--- config.mk ---
export PLATFORM = sky130hd
export DESIGN_NAME = gf_mod_reduce_seq
export DESIGN_NICKNAME = d
export VERILOG_FILES = /design/src/rtl/gf_mod_reduce_seq.sv
export SDC_FILE = /design/constraint.sdc
export NUM_CORES = 1
export LEC_CHECK = 0
export CAP_MARGIN = 30
export CELL_PAD_IN_SITES_DETAIL_PLACEMENT = 0
export CELL_PAD_IN_SITES_GLOBAL_PLACEMENT = 1
export CORE_ASPECT_RATIO = 0.9
export CORE_MARGIN = 1
export CORE_UTILIZATION = 38
export CTS_CLUSTER_DIAMETER = 80
export DETAILED_ROUTE_END_ITERATION = 16
export PLACE_DENSITY = 0.86
export SLEW_MARGIN = 5
export SYNTH_ARGS = -nofsm -noshare
export SYNTH_HDL_FRONTEND = slang
export SYNTH_SLANG_ARGS = --single-unit
--- constraint.sdc ---
create_clock -name clk -period 2.63 [get_ports clk]
set_input_delay 0.526 -clock clk [delete_from_list [all_inputs] [get_ports clk]]
set_output_delay 0.526 -clock clk [all_outputs]
set_load 0.1 [all_outputs]
--- src/rtl/gf_mod_reduce_seq.sv ---
// gf_mod_reduce_seq: bit-serial reduction of a carry-less product modulo
// a programmable degree-DATA_WIDTH polynomial over GF(2).
//
// Ports:
//   clk, rst_n          clock, asynchronous active-low reset
//   in_valid/in_ready   input handshake for prod/poly
//   prod [2W-1:0]       carry-less product, bit i = coefficient of x^i
//   poly [W-1:0]        x^0..x^(W-1) of the modulus, x^W term implicit
//   out_valid/out_ready output handshake for rem
//   rem  [W-1:0]        prod mod {1,poly}
//   busy                operation in flight (RUN or DONE)
module gf_mod_reduce_seq #(
    parameter int DATA_WIDTH = 32
) (
    input  logic                    clk,
    input  logic                    rst_n,
    input  logic                    in_valid,
    output logic                    in_ready,
    input  logic [2*DATA_WIDTH-1:0] prod,
    input  logic [DATA_WIDTH-1:0]   poly,
    output logic                    out_valid,
    input  logic                    out_ready,
    output logic [DATA_WIDTH-1:0]   rem,
    output logic                    busy
);

    localparam int CW = $clog2(DATA_WIDTH);
    localparam int PW = 2 * DATA_WIDTH;

    typedef enum logic [1:0] {
        IDLE,
        RUN,
        DONE
    } state_t;

    state_t          state, state_d;
    logic [PW-1:0]   w, w_d;
    logic [DATA_WIDTH-1:0] p, p_d;
    logic [CW-1:0]   cnt, cnt_d;

    logic [DATA_WIDTH-1:0] hi;
    logic                  lead;
    logic [PW-1:0]         step;
    logic                  accept;

    // Leading coefficient under test is x^(DATA_WIDTH+cnt).
    assign hi   = w[PW-1:DATA_WIDTH];
    assign lead = hi[cnt];
    // {1,p} aligned so its implicit x^DATA_WIDTH term cancels the lead.
    assign step = {{(DATA_WIDTH-1){1'b0}}, 1'b1, p} << cnt;

    assign in_ready  = (state == IDLE) |
                       ((state == DONE) & out_ready);
    assign accept    = in_valid & in_ready;
    assign out_valid = (state == DONE);
    assign busy      = (state == RUN) | (state == DONE);
    assign rem       = w[DATA_WIDTH-1:0];

    always_ff @(posedge clk or negedge rst_n) begin
        if (!rst_n) begin
            state <= IDLE;
            w     <= '0;
            p     <= '0;
            cnt   <= '0;
        end else begin
            state <= state_d;
            w     <= w_d;
            p     <= p_d;
            cnt   <= cnt_d;
        end
    end

    always_comb begin
        state_d = state;
        w_d     = w;
        p_d     = p;
        cnt_d   = cnt;
        unique case (state)
            IDLE: begin
                if (accept) begin
                    w_d     = prod;
                    p_d     = poly;
                    cnt_d   = CW'(DATA_WIDTH - 1);
                    state_d = RUN;
                end
            end
            RUN: begin
                if (lead) begin
                    w_d = w ^ step;
                end
                if (cnt == '0) begin
                    state_d = DONE;
                end else begin
                    cnt_d = cnt - 1'b1;
                end
            end
            DONE: begin
                // Handoff: a new operand may be taken on the same edge
                // that the current result is consumed.
                if (out_ready) begin
                    state_d = IDLE;
                    if (accept) begin
                        w_d     = prod;
                        p_d     = poly;
                        cnt_d   = CW'(DATA_WIDTH - 1);
                        state_d = RUN;
                    end
                end
            end
            default: begin
                state_d = IDLE;
            end
        endcase
    end

endmodule

# --- Yosys cells after proc, flatten, opt, wreduce, memory -nomap -nowiden ---
# Cells that the tools add are included.
totals:
  regBits: 103
  inputBits: 100
  out_inout_bits: 35
  word_cells: 45
classes:
  addsub: 1
  magnitude_cmp: 1
  n_eq_ne: 7
  shift: 1
  muxes: 18
  n_bitwise: 5
  n_reduce_logical: 8
ops:
  columns: ["cell", "n"]
  rows:
  - ["$mux W64", 3]
  - ["$pmux W64 S3", 1]
  - ["$mux W32", 2]
  - ["$pmux W32 S2", 1]
  - ["$shl A33 B5 Y64", 1]
  - ["$xor A64 B64 Y64", 1]
  - ["$mux W5", 3]
  - ["$pmux W5 S3", 1]
  - ["$reduce_and A3 Y1", 3]
  - ["$lt A5 B6 Y1 const B", 1]
  - ["$mux W2", 3]
  - ["$ne A2 B2 Y1 const B", 3]
  - ["$pmux W2 S3", 1]
  - ["$bmux W1 S5", 1]
  - ["$logic_not A5 Y1", 1]
  - ["$sub A5 B1 Y5 const B", 1]
  - ["$ne A2 B1 Y1 const B", 2]
  - ["$reduce_bool A3 Y1", 1]
  - ["$and A1 B1 Y1", 2]
  - ["$eq A2 B1 Y1 const B", 1]
  - ["$eq A2 B2 Y1 const B", 1]
  - ["$logic_not A2 Y1", 1]
  - ["$mux W1", 2]
  - ["$or A1 B1 Y1", 2]
  - ["other kinds (2)", 2]

# --- Depth between registers and ports, before layout ---
logic_depth:
  depth_word: 7
  mapped_depth: 11
  depth_no_buf: 8

# --- Least setup slack after synthesis ---
# No wires, ideal clock.
synth_timing:
  kind: "register to register"
  startpoint: "register state[0]"
  endpoint: "register w[61]"
  setup_ps: 126
  arrival_time_ps: 3178
  t_required_ps: 2504
  slack_ps: -673
  path_stages_with_launch: 10
  n_path_buf: 1
  synth_period_minus_slack_ps: 3303
  cell_sequence: "dfrtp_1 > inv_1 > ha_1 > mux2i_1 > or4b_1 > o2111a_1 > a311oi_2 > buf_2 > nand3_1 > o311a_1"
synth_between:
  elab_chain_cells: 7
  elab_cells_between_ends: 13
  classes_between: "4 x eq/ne; 3 x mux; 3 x bitwise; 3 x reduce/logical"
synth_rtl:
  columns: ["item", "line", "text"]
  rows:
  - ["start: declaration", "36", "state_t state, state_d;"]
  - ["start signal: assignment", "66", "state <= state_d;"]
  - ["$eq A2 B2 Y1 (*)", null, null]
  - ["via out_valid", "21", "output logic out_valid,"]
  - ["$and A1 B1 Y1", "53", "((state == DONE) & out_ready);"]
  - ["$or A1 B1 Y1", "52", "assign in_ready = (state == IDLE) |"]
  - ["$and A1 B1 Y1", "54", "assign accept = in_valid & in_ready;"]
  - ["$mux W64 (2 in a row)", null, null]
  - ["$pmux W64 S3", "78", "unique case (state)"]
  - ["end signal: assignment", "67", "w <= w_d;"]
  - ["end: declaration", "37", "logic [PW-1:0] w, w_d;"]
# Mark *: on every way through the listed nets, which the timed path passes. The rest lies on a longest branch. The select of a mux whose other input is x is not followed.
# A chain may end at the register's enable or synchronous reset.

# --- Final worst setup path ---
layout_timing:
  startpoint: "register cnt[0]"
  endpoint: "register w[15]"
layout_between:
  elab_chain_cells: 4
  elab_cells_between_ends: 8
  classes_between: "1 x eq/ne; 1 x shift; 4 x mux; 1 x bitwise; 1 x reduce/logical"
layout_rtl:
  columns: ["item", "line", "text"]
  rows:
  - ["start: declaration", "39", "logic [CW-1:0] cnt, cnt_d;"]
  - ["start signal: assignment", "69", "cnt <= cnt_d;"]
  - ["$shl A33 B5 Y64 / $bmux W1 S5 (equally long branches)", "50, 48", null]
  - ["$xor A64 B64 Y64 / $mux W1 (equally long branches)", "89, 48", null]
  - ["$mux W64 / $ne A2 B2 Y1 (equally long branches)", null, null]
  - ["$pmux W64 S3 / $reduce_and A3 Y1 (equally long branches)", null, null]
# Several ways; a longest one is shown, not always the timed one. The select of a mux whose other input is x is not followed.

==> flow_summary_export.csv <==
group,metric,value,unit
synth,synth_ff_type,"dfrtp_1",
sta,worst_slack,-130,ps
setup_path,critical_path_required,2910,ps
synth,syn_area,8430,um2
sta,fin_worst_skew,13.9,ps
sta,slew_viol_final,0,
floorplan,io_pins,135,
floorplan,coreArea,21700,um2
setup_path,reg2reg_depth,10,
setup_path,cp_data_arrival_time,3040,ps
global_route,antenna_found_initial,0,
global_route,grt_first_pass_wirelength,47100,um
synth,synth_fa_ha_area_frac,0.0119,
routing,vias_per_cell,6.19,
synth,synth_edf_count,0,
outcome,run_status,"complete, but fails checks",
floorplan,initial_core_util,0.389,
synth,yosysTopAreaCell,"dfrtp_1",
setup_path,reg2reg_to,"w[15]",
placed_design,place_hpwl,22700,um
synth,synthTopCellsByArea,"dfrtp_1, mux4_2, mux2_2",
sta,finalHoldViolCount,0,
synth,syn_inst,874,
sta,tightest_slew,1080,ps
synth,synthArstFlopShare,1.00,
synth,avgSynthCellArea,9.65,um2
placed_design,place.gp.congestion,0.998,
global_route,met3_usage,0.0444,
cells_and_area,fin_cells,1356,
global_route,grt_pass1_vias,7916,
clocking,clk_path_buf_depth,2,
global_route,grt_max_degree,69,
setup_path,reg2reg_from,"cnt[0]",
clocking,cts_root_buffer,"clkbuf_16",
routing,first_pass_iters,6,
synth,synth-simple-area-share,0.168,
floorplan,die_width,159,um
sta,period_share,1.05,
clocking,cts_sinks,103,
job,maxCapViolations,0,
cells_and_area,drive_above_1_share,0.331,
sta,max_slew_margin,0.279,
floorplan,rows,51,
sta,finalSetupTns,-1080,ps
synth,synth.distinct_cells,72,
global_route,met2_usage,0.410,
routing,avgRoutedWirePerCell,22.8,um
clocking,clk_pin_slew,90,ps
cells_and_area,nets,1168,
setup_path,r2r_slack,-130,ps
routing,vias,8395,
cells_and_area,diodes,0,
synth,yosys.area.top_type_share,0.306,
setup_path,startpoint_type,"flip-flop",
synth,synth.area.mux_share,0.233,
routing,drt_iter0_markers,932,
sta,holdWs,158,ps
synth,ys_warn_count,0,
sta,setup_viol,29,
clocking,cts_inserted_buffers,9,
clocking,insertion_delay,370,ps
sta,rsz0062_at_grt,"true",
global_route,met1_usage,0.385,
clocking,htreeDepth,3,
global_route,overflow,0,
routing,post-route-drc-count,0,
synth,seq_area_frac_synth,0.306,
global_route,grt_usage,0.269,
global_route,top_usage_layer,"met2",
outcome,failed_checks,"setup timing",
min_path,hold_path_class,"in2async",
sta,max_clock_freq,362,MHz
placed_design,dpl.cell_count,1326,
placed_design,port_buffers,134,
routing,drt_wl_total,30900,um
cells_and_area,syn2layout_area_growth,34.5,%
synth,ys_seq_elements,103,
synth,synth_nets,982,
routing,antenna_left,0,
synth,synth_compound_area_frac,0.197,
setup_path,crit_type,"reg2reg",
floorplan,dieArea,22800,um2
setup_path,cp_max_fo,9,
synth,synth_xor_area_frac,0.00104,
setup_path,cp-end-kind,"flip-flop",
synth,synth_top_family_by_area,"multiplexers",
floorplan,die_y,143,um
sta,period_needed,2760,ps
clocking,cts_tree,"done",
## worst max path at each step
stage / start / to / slack, ps / depth (start not counted)
finish: cnt[0] / w[15] / -130 / 10
global route: cnt[0] / w[15] / -200 / 10
CTS: cnt[0] / w[47] / -50 / 10
detailed placement: out_ready / w[45] / -450 / 9
global placement: out_ready / w[2] / -390 / 9
floorplan: state[0] / w[61] / -80 / 9
## metrics by stage
stage | setup WS [ps] | instance area, um2 | util
floorplan | -82.7 | 8470 | -
global placement | -390 | 10600 | 0.488
finish | -130 | 11300 | 0.523
detailed placement | -450 | 10600 | 0.488
CTS | -51.4 | 11100 | 0.511
global route | -201 | 11300 | 0.523
## synthesized netlist by cell type, types with 20 or more instances
cell type,instances
nor3_1,62
clkbuf_1,39
o22ai_1,58
nor2_1,41
o21ai_0,20
inv_1,24
buf_4,40
mux2i_1,34
mux4_2,32
nand2_1,57
dfrtp_1,103
a21oi_1,31
and4_1,24
mux2_2,58
## worst max-delay path, cell delays in order, from the launching register on
cell and delay, ps:
dfrtp_4 570, buf_8 180, mux2i_4 190, a221o_1 370
o2111a_2 300, a311oi_4 300, buf_12 220, buf_16 130
buf_4 100, o22ai_1 70, a311oi_1 240
## cells by family after synthesis
family,Yosys count
multiplexers,134
AND/OR/NAND/NOR,265
adder cells (fa/ha/maj),8
AO/OA/AOI/OAI,233
flip-flops,103
buffers and inverters,130
XOR/XNOR,1
## flip-flops by register name (all words and copies together) (netlist names)
register and flops:
w 64, p 32, cnt 5, state 2
## area by class of cell
class	count	area, um2
sequential	103	2580
clock inverter	7	91.3
inverter	25	93.8
fill	1971	10400
timing repair buffer	280	2630
multi-input combinational	641	5350
tap	291	364
clock buffer	9	225
## placed cells by master, fill, tap and decap left out, types with 5 or more instances in the layout
master,synthesis,routed
a311oi_1,12,11
a221o_1,5,5
and4_1,24,24
nor3_2,2,6
nand2_1,57,56
buf_6,4,9
nor2_1,41,40
nand2b_1,6,6
and3_1,6,6
o211ai_1,5,5
clkdlybuf4s50_1,0,98
a22oi_1,12,10
buf_12,1,8
o22ai_1,58,57
o21ai_0,20,18
nor3_1,62,58
nor2b_1,9,9
nor4_1,11,8
buf_4,40,155
nand3_1,12,12
nor3b_1,7,7
mux4_2,32,39
and2_1,8,7
a21oi_1,31,29
mux2_2,58,57
clkbuf_16,0,14
a211oi_1,14,11
ha_1,8,6
mux2i_1,34,31
inv_1,24,22
nand4_1,7,7
dfrtp_1,103,100
o21a_1,8,8
a31oi_1,8,7
## routing by layer
layer / vias to the layer above / share of wire
met1: 4163 / 0.45
met3: 59 / 0.077
met4: 0 / 0.027
met5: - / 0
li1: 3765 / -
met2: 408 / 0.44
## timing repair
item / in CTS / in global routing
hold buffers: 0 / 0
setup endpoints to repair: 53 / 66
setup buffers: 6 / 4
gates resized for setup: 38 / 27
cloned: 1 / 5
pin swaps: 13 / 1
Power is left out: the tool's default activity adds up to more than one toggle a clock period on the data nets, which glitch-free logic cannot reach.
